`src/rtl/toggle_event_rx.sv`:
```
// ---------------------------------------------------------------------------
// toggle_event_rx
//
// Receiving end of a two-phase toggle handshake. The incoming toggle line is
// synchronised into the clk domain. Every level change, rising or falling,
// becomes one queued event. Queued events are offered to a consumer through a
// valid/ready handshake. Each consumed event inverts ack_toggle so that the
// sender can see its event has been taken.
//
// Parameters
//   SYNC_STAGES : synchroniser depth on toggle_in (2..4)
//   CNT_W       : pending counter width; holds up to 2^CNT_W-1 events
//
// Ports
//   clk        : clock; all state updates on the rising edge
//   rst        : asynchronous active-low reset; release is sampled on clk
//   toggle_in  : two-phase event line; may be asynchronous to clk
//   evt_ready  : consumer accepts the offered event this cycle
//   ovf_clr    : synchronous clear of overflow
//   evt_valid  : at least one event is pending (decode of registered count)
//   pending    : number of events not yet consumed
//   ack_toggle : inverts once per consumed event
//   overflow   : sticky; an event arrived while the counter was full
// ---------------------------------------------------------------------------
module toggle_event_rx #(
  parameter int SYNC_STAGES = 2,
  parameter int CNT_W       = 3
) (
  input  logic             clk,
  input  logic             rst,
  input  logic             toggle_in,
  input  logic             evt_ready,
  input  logic             ovf_clr,
  output logic             evt_valid,
  output logic [CNT_W-1:0] pending,
  output logic             ack_toggle,
  output logic             overflow
);

  localparam logic [CNT_W-1:0] CNT_MAX = '1;

  logic [SYNC_STAGES-1:0] sync_reg;
  logic                   prev_reg;
  logic [CNT_W-1:0]       pending_reg;
  logic [CNT_W-1:0]       pending_next;
  logic                   ack_reg;
  logic                   overflow_reg;
  logic                   overflow_next;

  logic edge_det;
  logic accept;
  logic at_max;
  logic lost_event;

  // Synchroniser chain: sync_reg[0] samples the raw line, and
  // sync_reg[SYNC_STAGES-1] is the first stage that is safe to use.
  always_ff @(posedge clk or negedge rst) begin
    if (!rst) begin
      sync_reg <= '0;
      prev_reg <= 1'b0;
    end else begin
      sync_reg <= {sync_reg[SYNC_STAGES-2:0], toggle_in};
      prev_reg <= sync_reg[SYNC_STAGES-1];
    end
  end

  assign edge_det = sync_reg[SYNC_STAGES-1] ^ prev_reg;

  // evt_valid comes only from the registered count. This keeps evt_ready out
  // of any combinational path to evt_valid.
  assign evt_valid  = (pending_reg != '0);
  assign accept     = evt_valid & evt_ready;
  assign at_max     = (pending_reg == CNT_MAX);
  // An event with no accept that finds the counter full is dropped.
  assign lost_event = edge_det & ~accept & at_max;

  always_comb begin
    pending_next = pending_reg;
    if (edge_det && !accept) begin
      if (!at_max) begin
        pending_next = pending_reg + 1'b1;
      end
    end else if (!edge_det && accept) begin
      pending_next = pending_reg - 1'b1;
    end
  end

  // A new overflow in the same cycle as ovf_clr leaves the flag set.
  always_comb begin
    overflow_next = overflow_reg;
    if (lost_event) begin
      overflow_next = 1'b1;
    end else if (ovf_clr) begin
      overflow_next = 1'b0;
    end
  end

  always_ff @(posedge clk or negedge rst) begin
    if (!rst) begin
      pending_reg  <= '0;
      ack_reg      <= 1'b0;
      overflow_reg <= 1'b0;
    end else begin
      pending_reg  <= pending_next;
      overflow_reg <= overflow_next;
      if (accept) begin
        ack_reg <= ~ack_reg;
      end
    end
  end

  assign pending    = pending_reg;
  assign ack_toggle = ack_reg;
  assign overflow   = overflow_reg;

endmodule

```
`config.mk`:
```
export PLATFORM = sky130hd
export DESIGN_NAME = toggle_event_rx
export DESIGN_NICKNAME = d
export VERILOG_FILES = /design/src/rtl/toggle_event_rx.sv
export SDC_FILE = /design/constraint.sdc
export NUM_CORES = 1
export LEC_CHECK = 0
export ABC_AREA = 1
export CORE_AREA = 2 2 39 41
export DETAILED_ROUTE_END_ITERATION = 10
export DIE_AREA = 0 0 41 43
export HOLD_SLACK_MARGIN = 0.12
export PLACE_DENSITY = 0.48
export SKIP_CTS_REPAIR_TIMING = 1
export SYNTH_ARGS = -nofsm -noshare
export SYNTH_HDL_FRONTEND = slang
export SYNTH_SLANG_ARGS = --single-unit
```
`constraint.sdc`:
```
create_clock -name clk -period 3 [get_ports clk]
set_clock_uncertainty 0.1 [all_clocks]
set_input_delay 0.9 -clock clk [delete_from_list [all_inputs] [get_ports clk]]
set_output_delay 0.9 -clock clk [all_outputs]
set_load 0.02 [all_outputs]
```
# [Word-level counts from Yosys, hierarchy flattened]
# Cells that the tools add are included.
# W data, S select, Z words.
[word_totals] reg_bits=8 output_inout_bits=6 elab_cells=28
[op_classes] addsub=2 n_eq_ne=2 muxes=5 bitwise=6 n_reduce_logical=8
[ops] op="$mux W3" n=3
[ops] op="$reduce_bool A2 Y1" n=2
[ops] op="$add A3 B1 Y3 const B" n=1
[ops] op="$and A1 B1 Y1" n=3
[ops] op="$eq A3 B3 Y1 const B" n=1
[ops] op="$reduce_bool A3 Y1" n=1
[ops] op="$sub A3 B1 Y3 const B" n=1
[ops] op="$logic_and A1 B1 Y1" n=2
[ops] op="$logic_not A1 Y1" n=2
[ops] op="$mux W1" n=2
[ops] op="$ne A2 B2 Y1 const B" n=1
[ops] op="$not A1 Y1" n=2
[ops] op="$reduce_and A2 Y1" n=1
[ops] op="$xor A1 B1 Y1" n=1

# [Depth between registers and ports, before layout]
# Gate-level depths: netlist of run 1.
[depth] ltp_word=6 depth_mapped=11

# [Least setup slack after synthesis of run 1]
# No wires, ideal clock.
[synth_path] path_kind="input to register" startpoint="input port evt_ready" endpoint="register pending_reg[2], in the netlist pending[2]" arrival_ns=1.690 t_required_ns=2.783 setup_slack_ns=1.092 stages=9 n_path_buf=0 path_cell_list="nand2_4 nand2_2 fa_1 inv_1 nand2_1 nand2_1 nand2_1 nand2_1 nand2_1"
[synth_between] elab_chain_len=5 elab_cells_between_ends=8
[synth_rtl] element="start: declaration" line_no="32" text="input logic evt_ready,"
[synth_rtl] element="$and A1 B1 Y1 *" line_no="72" text="assign accept = evt_valid & evt_ready;"
[synth_rtl] element="$logic_not A1 Y1" line_no="79" text="if (edge_det && !accept) begin"
[synth_rtl] element="$logic_and A1 B1 Y1" line_no="79"
[synth_rtl] element="$ne A2 B2 Y1 (no source line) / $reduce_bool A2 Y1 (equally long branches)"
[synth_rtl] element="$reduce_and A2 Y1 (no source line)"
[synth_rtl] element="end signal: assignment" line_no="104" text="pending_reg <= pending_next;"
[synth_rtl] element="end: declaration" line_no="44" text="logic [CNT_W-1:0] pending_reg;"
# Every way passes the cells marked *; elsewhere a longest branch is shown, timed or not.
# A chain may end at the register's enable or synchronous reset.

# [Worst setup path in the final report of run 1]
[layout_path] startpoint="register pending_reg[1], in the netlist pending[1]" endpoint="output port evt_valid"
[layout_between] elab_chain_len=1
[layout_rtl] element="$reduce_bool A3 Y1" line_no="71" text="assign evt_valid = (pending_reg != '0);"
[layout_rtl] element="end: declaration" line_no="34" text="output logic evt_valid,"
# No other way between the ends.

==> reports/summary.txt, run 1 <==
fin nets: 59
Pre-Repair DR Iteration Count: 2
critical path startpoint category: register
Worst R2R Path Depth: 11
die width: 41 um
post-synthesis area per instance: 9.81 um^2
worst slew pin tran: 0.343 ns
largest net degree at the start of global routing: 9
Detailed Place HPWL: 535 um
CTS buffer count: 3
final setup TNS: 0 ns
Vias/cell: 4.25
first-pass GRT wire length: 1190 um
hold path endpoint: sync_reg[1]
synth top area cells: dfrtp_1 (54%), nand2_1 (9.1%), nand2_2 (6.7%)
# setup viols final: 0
Placer Congestion: 0.637
Reg-to-Reg End: pending[2]
GRT Overall Usage: 0.105
Worst slew margin: 0.770
crit-path leading delay family: buffers and inverters
antenna-violating nets left: 0
Buf/Inv on CP: 1
clock latency on the worst-skew pair: 0.24 ns
clock-pin slew on the worst setup and hold paths: 0.05 ns
most frequent cells in the layout: clkdlybuf4s50_1 (10), nand2_1 (9), dfrtp_1 (8)
First DRT Iteration DRCs: 1
Post-Syn Instances: 38
# fillers: 152
max reg flops: 3
reg2reg setup slack: 1.23 ns
area delta synth->final: 38.3%
WHS Path Cells: 0
row count: 14
post-synth top area share: 0.537
register area share after synthesis: 0.537
Syn Nets: 44
Placed Area: 493 um^2
initial antenna violation count: 0
critical path arrival: 1.47 ns
Critical-path top delay cell: clkdlybuf4s50_1
Mapped Area: 373 um^2
critical path data required time: 2.00 ns
die area: 1760 um^2
Setup CP Type: reg2out
CTS tree: done
Initial Utilization: 0.269
Worst VDD drop: 349 uV
Largest stage delay, worst path: 0.61 ns
fin. max-slew vios: 0
Worst setup EP type: output port
Yosys cell types: 13
Ports: 11
PortBufs: 10
most common cell after layout, fill and taps aside: clkdlybuf4s50_1
root buf cell: clkbuf_4
minimum clock period: 2.47 ns
critical path fanouts, max: 5
Final Hold Viols: 0
height of the die: 43 um
Final Cycle Share: 0.823
Hold Crit Class: reg2reg
core area: 1380 um^2
Num Clock Sinks: 8
vias in the first global route: 303
Clock Tree Buf Depth: 2
GRT overflow: 0
Inserted Diodes: 0
worst-path cell chain: nor2_1, nand2_2, clkdlybuf4s50_1
yosys warns: 0
share of post-route cells with drive strength above 1: 0.176
post-synth top area cell: dfrtp_1
Yosys reg bits: 8
MaxCap Viol Count: 0
Worst Hold Launch: sync_reg[0]
via count: 285
status: completed
Reg-to-Reg Start: pending[1]
fmax: 405 MHz
sequential cell area: 200 um^2
unrepaired setup endpoints after global routing: no
total wire length: 655 um
fin area: 515 um^2
CTS H-tree depth: 1
post-DR wirelength/cell: 9.78 um
pwr dens: 981 nW/um^2
Multi-input gate area: 154 um^2
Leakage Power: 0.244 nW
DRC: 0
[power by group]
group | internal [W] | switching [W] | leakage, nW
clock | 0.0000455 | 0.0000324 | 0.0138
sequential | 0.000141 | 0.0000362 | 0.0966
combinational | 0.000116 | 0.000135 | 0.134
total | 0.000302 | 0.000203 | 0.244
[cells by family (layout without fill, tap and decap cells)]
group / after synthesis / after routing / share of synthesized area
fa+ha+maj: 1 / 1 / 0.0537
buf+inv: 5 / 18 / 0.0503
compound gates: 1 / 1 / 0.0168
xor+xnor: 2 / 2 / 0.0470
flops: 8 / 8 / 0.537
simple gates: 21 / 21 / 0.295
[per-layer routing]
| metal | track usage | wire length (um) |
|---|---|---|
| met3 | 0.0314 | 30 |
| met2 | 0.156 | 326 |
| met1 | 0.118 | 298 |
| met4 | 0.0800 | 0 |
| met5 | 0 | 0 |
[stage by stage]
stage	instances	hold slack [ns]	total power, W	utilization	setup slack [ns]
floorplan	38	0.231	0.000328	-	1.09
global placement	64	0.234	0.000429	0.356	0.515
finish	67	0.249	0.000506	0.373	0.531
CTS	67	0.254	0.000517	0.373	0.506
detailed placement	64	0.242	0.000434	0.356	0.511
global route	67	0.268	0.000556	0.373	0.430
[layout make-up]
| cell class | instances | share of cell area |
|---|---|---|
| sequential | 8 | 0.388 |
| tap | 16 | 0.0388 |
| timing repair buffer | 10 | 0.194 |
| inverter | 5 | 0.0364 |
| clock buffer | 3 | 0.0437 |
| multi-input combinational | 25 | 0.299 |
[worst max-delay path by stage]
stage	start	endpoint	depth (start not counted)
finish	pending[1]	evt_valid	3
global route	pending[0]	evt_valid	3
CTS	pending[0]	evt_valid	3
detailed placement	evt_ready	pending[2]	10
global placement	evt_ready	pending[2]	10
floorplan	evt_ready	pending[2]	9
[cells in the mapped netlist (all sizes together)]
| library cell | number |
|---|---|
| nand4 | 1 |
| o22ai | 1 |
| xnor2 | 1 |
| nand2 | 14 |
| nand3 | 5 |
| dfrtp | 8 |
| inv | 5 |
| fa | 1 |
| xor2 | 1 |
| nor2 | 1 |
Note: power is estimated with default switching activity, not from simulation.
==> run 2, diff against run 1 <==
==> constraint.sdc (replaced) <==
create_clock -name clk -period 2.4 [get_ports clk]
set_clock_uncertainty 0.1 [all_clocks]
set_input_delay 0.72 -clock clk [delete_from_list [all_inputs] [get_ports clk]]
set_output_delay 0.72 -clock clk [all_outputs]
set_load 0.02 [all_outputs]
==> reports/summary.txt, run 2 (same netlist as run 1, synthesis figures left out) <==
DRC: 0 (unchanged)
# fillers: 153 (+0.66%)
via count: 276 (-3.2%)
Clock Tree Buf Depth: 2 (unchanged)
status: completed
Worst R2R Path Depth: 11 (unchanged)
die area: 1760 um^2 (unchanged)
Leakage Power: 0.243 nW (-0.41%)
crit-path leading delay family: buffers and inverters
clock-pin slew on the worst setup and hold paths: 0.05 ns (about the same)
Worst VDD drop: 367 uV (+5.1%)
Post-Route Utilization: 0.373 (+0.000904)
MaxCap Viol Count: 0 (unchanged)
root buf cell: clkbuf_4
GRT Overall Usage: 0.101 (-0.00407)
share of post-route cells with drive strength above 1: 0.196 (+0.0196)
max reg flops: 3 (unchanged)
Num Clock Sinks: 8 (unchanged)
Worst slew margin: 0.770 (about the same)
worst-path cell chain: nor2_1, nand2_2, clkdlybuf4s50_1
fin. max-slew vios: 0 (unchanged)
Buf/Inv on CP: 1 (unchanged)
Placer Congestion: 0.620 (-2.7%)
CTS tree: done
die width: 41 um (unchanged)
Inserted Diodes: 0 (unchanged)
fmax: 437 MHz
Setup CP Type: reg2out
CTS H-tree depth: 1 (unchanged)
critical path fanouts, max: 5 (unchanged)
# setup viols final: 0 (unchanged)
Vias/cell: 4.12 (-3.2%)
WHS Path Cells: 0 (unchanged)
critical path data required time: 1.58 ns (-0.42 ns)
unrepaired setup endpoints after global routing: no
most frequent cells in the layout: clkdlybuf4s50_1 (10), nand2_1 (9), dfrtp_1 (7)
Critical Path Stages: 3 (unchanged)
Detailed Place HPWL: 543 um (+1.5%)
row count: 14 (unchanged)
worst slew pin tran: 0.344 ns (+0.00105 ns)
critical path arrival: 1.47 ns (about the same)
Final Hold Viols: 0 (unchanged)
Initial Utilization: 0.269 (unchanged)
vias in the first global route: 271 (-11%)
critical path startpoint category: register
largest net degree at the start of global routing: 9 (unchanged)
Ports: 11 (unchanged)
Worst setup EP type: output port
Critical-path top delay cell: clkdlybuf4s50_1
height of the die: 43 um (unchanged)
final setup TNS: 0 ns (unchanged)
first-pass GRT wire length: 1130 um (-4.6%)
minimum clock period: 2.29 ns
pwr dens: 1220 nW/um^2 (+25%)
First DRT Iteration DRCs: 0 (-1)
GRT overflow: 0 (unchanged)
post-DR wirelength/cell: 9.66 um (-1.2%)
Largest stage delay, worst path: 0.55 ns (-0.06 ns)
Hold Crit Class: reg2reg
area delta synth->final: 38.6%
Pre-Repair DR Iteration Count: 1 (-1)
total wire length: 647 um (-1.2%)
Final Cycle Share: 0.953
clock latency on the worst-skew pair: 0.24 ns (about the same)
fin nets: 59 (unchanged)
core area: 1380 um^2 (unchanged)
most common cell after layout, fill and taps aside: clkdlybuf4s50_1
antenna-violating nets left: 0 (unchanged)
PortBufs: 10 (unchanged)
CTS buffer count: 3 (unchanged)
initial antenna violation count: 0 (unchanged)
## run 2: cell counts in the layout (fill, tap and decap cells not counted)
Identical to the previous run, type by type.
## run 2: path summary, 6_finish.rpt
check	startpoint	endpoint	slack (ns)
worst max-delay path	pending[1]	evt_valid	0.11
worst min-delay path	sync_reg[0]	sync_reg[1]	0.25
worst max register to register	pending[1]	pending[2]	0.64
worst min register to register	sync_reg[0]	sync_reg[1]	0.25
max in group asynchronous	rst	pending[0]	1.28
min in group asynchronous	rst	sync_reg[0]	0.65
## run 2: area by class of cell
class                      instances  area, um^2  area share
multi-input combinational         25         154       0.298
tap                               16        20.0      0.0387
inverter                           5        18.8      0.0363
sequential                         8         201       0.390
clock buffer                       3        22.5      0.0436
timing repair buffer              10         100       0.194
## run 2: where the power goes
part	switching, W	internal [W]	leakage [nW]	total [W]
registers	0.0000442	0.000178	0.0956	0.000222
clock network	0.0000398	0.0000568	0.0138	0.0000966
logic	0.000169	0.000144	0.134	0.000313
total	0.000253	0.000379	0.243	0.000632
## run 2: stage by stage
stage | total power, W | instances | hold WS (ns) | instance area, um^2 | setup slack (ns)
detailed placement | 0.000540 | 64 | 0.236 | 493 | 0.0883
global route | 0.000692 | 67 | 0.254 | 517 | 0.0357
CTS | 0.000645 | 67 | 0.248 | 515 | 0.0647
floorplan | 0.000409 | 38 | 0.231 | 373 | 0.578
global placement | 0.000542 | 64 | 0.234 | 493 | 0.114
finish | 0.000632 | 67 | 0.246 | 517 | 0.112
## run 2: per-layer routing
layer	track usage	share of wire
met2	0.122	0.47
met4	0.100	0
met3	0.0157	0.043
met5	0	0
met1	0.141	0.48
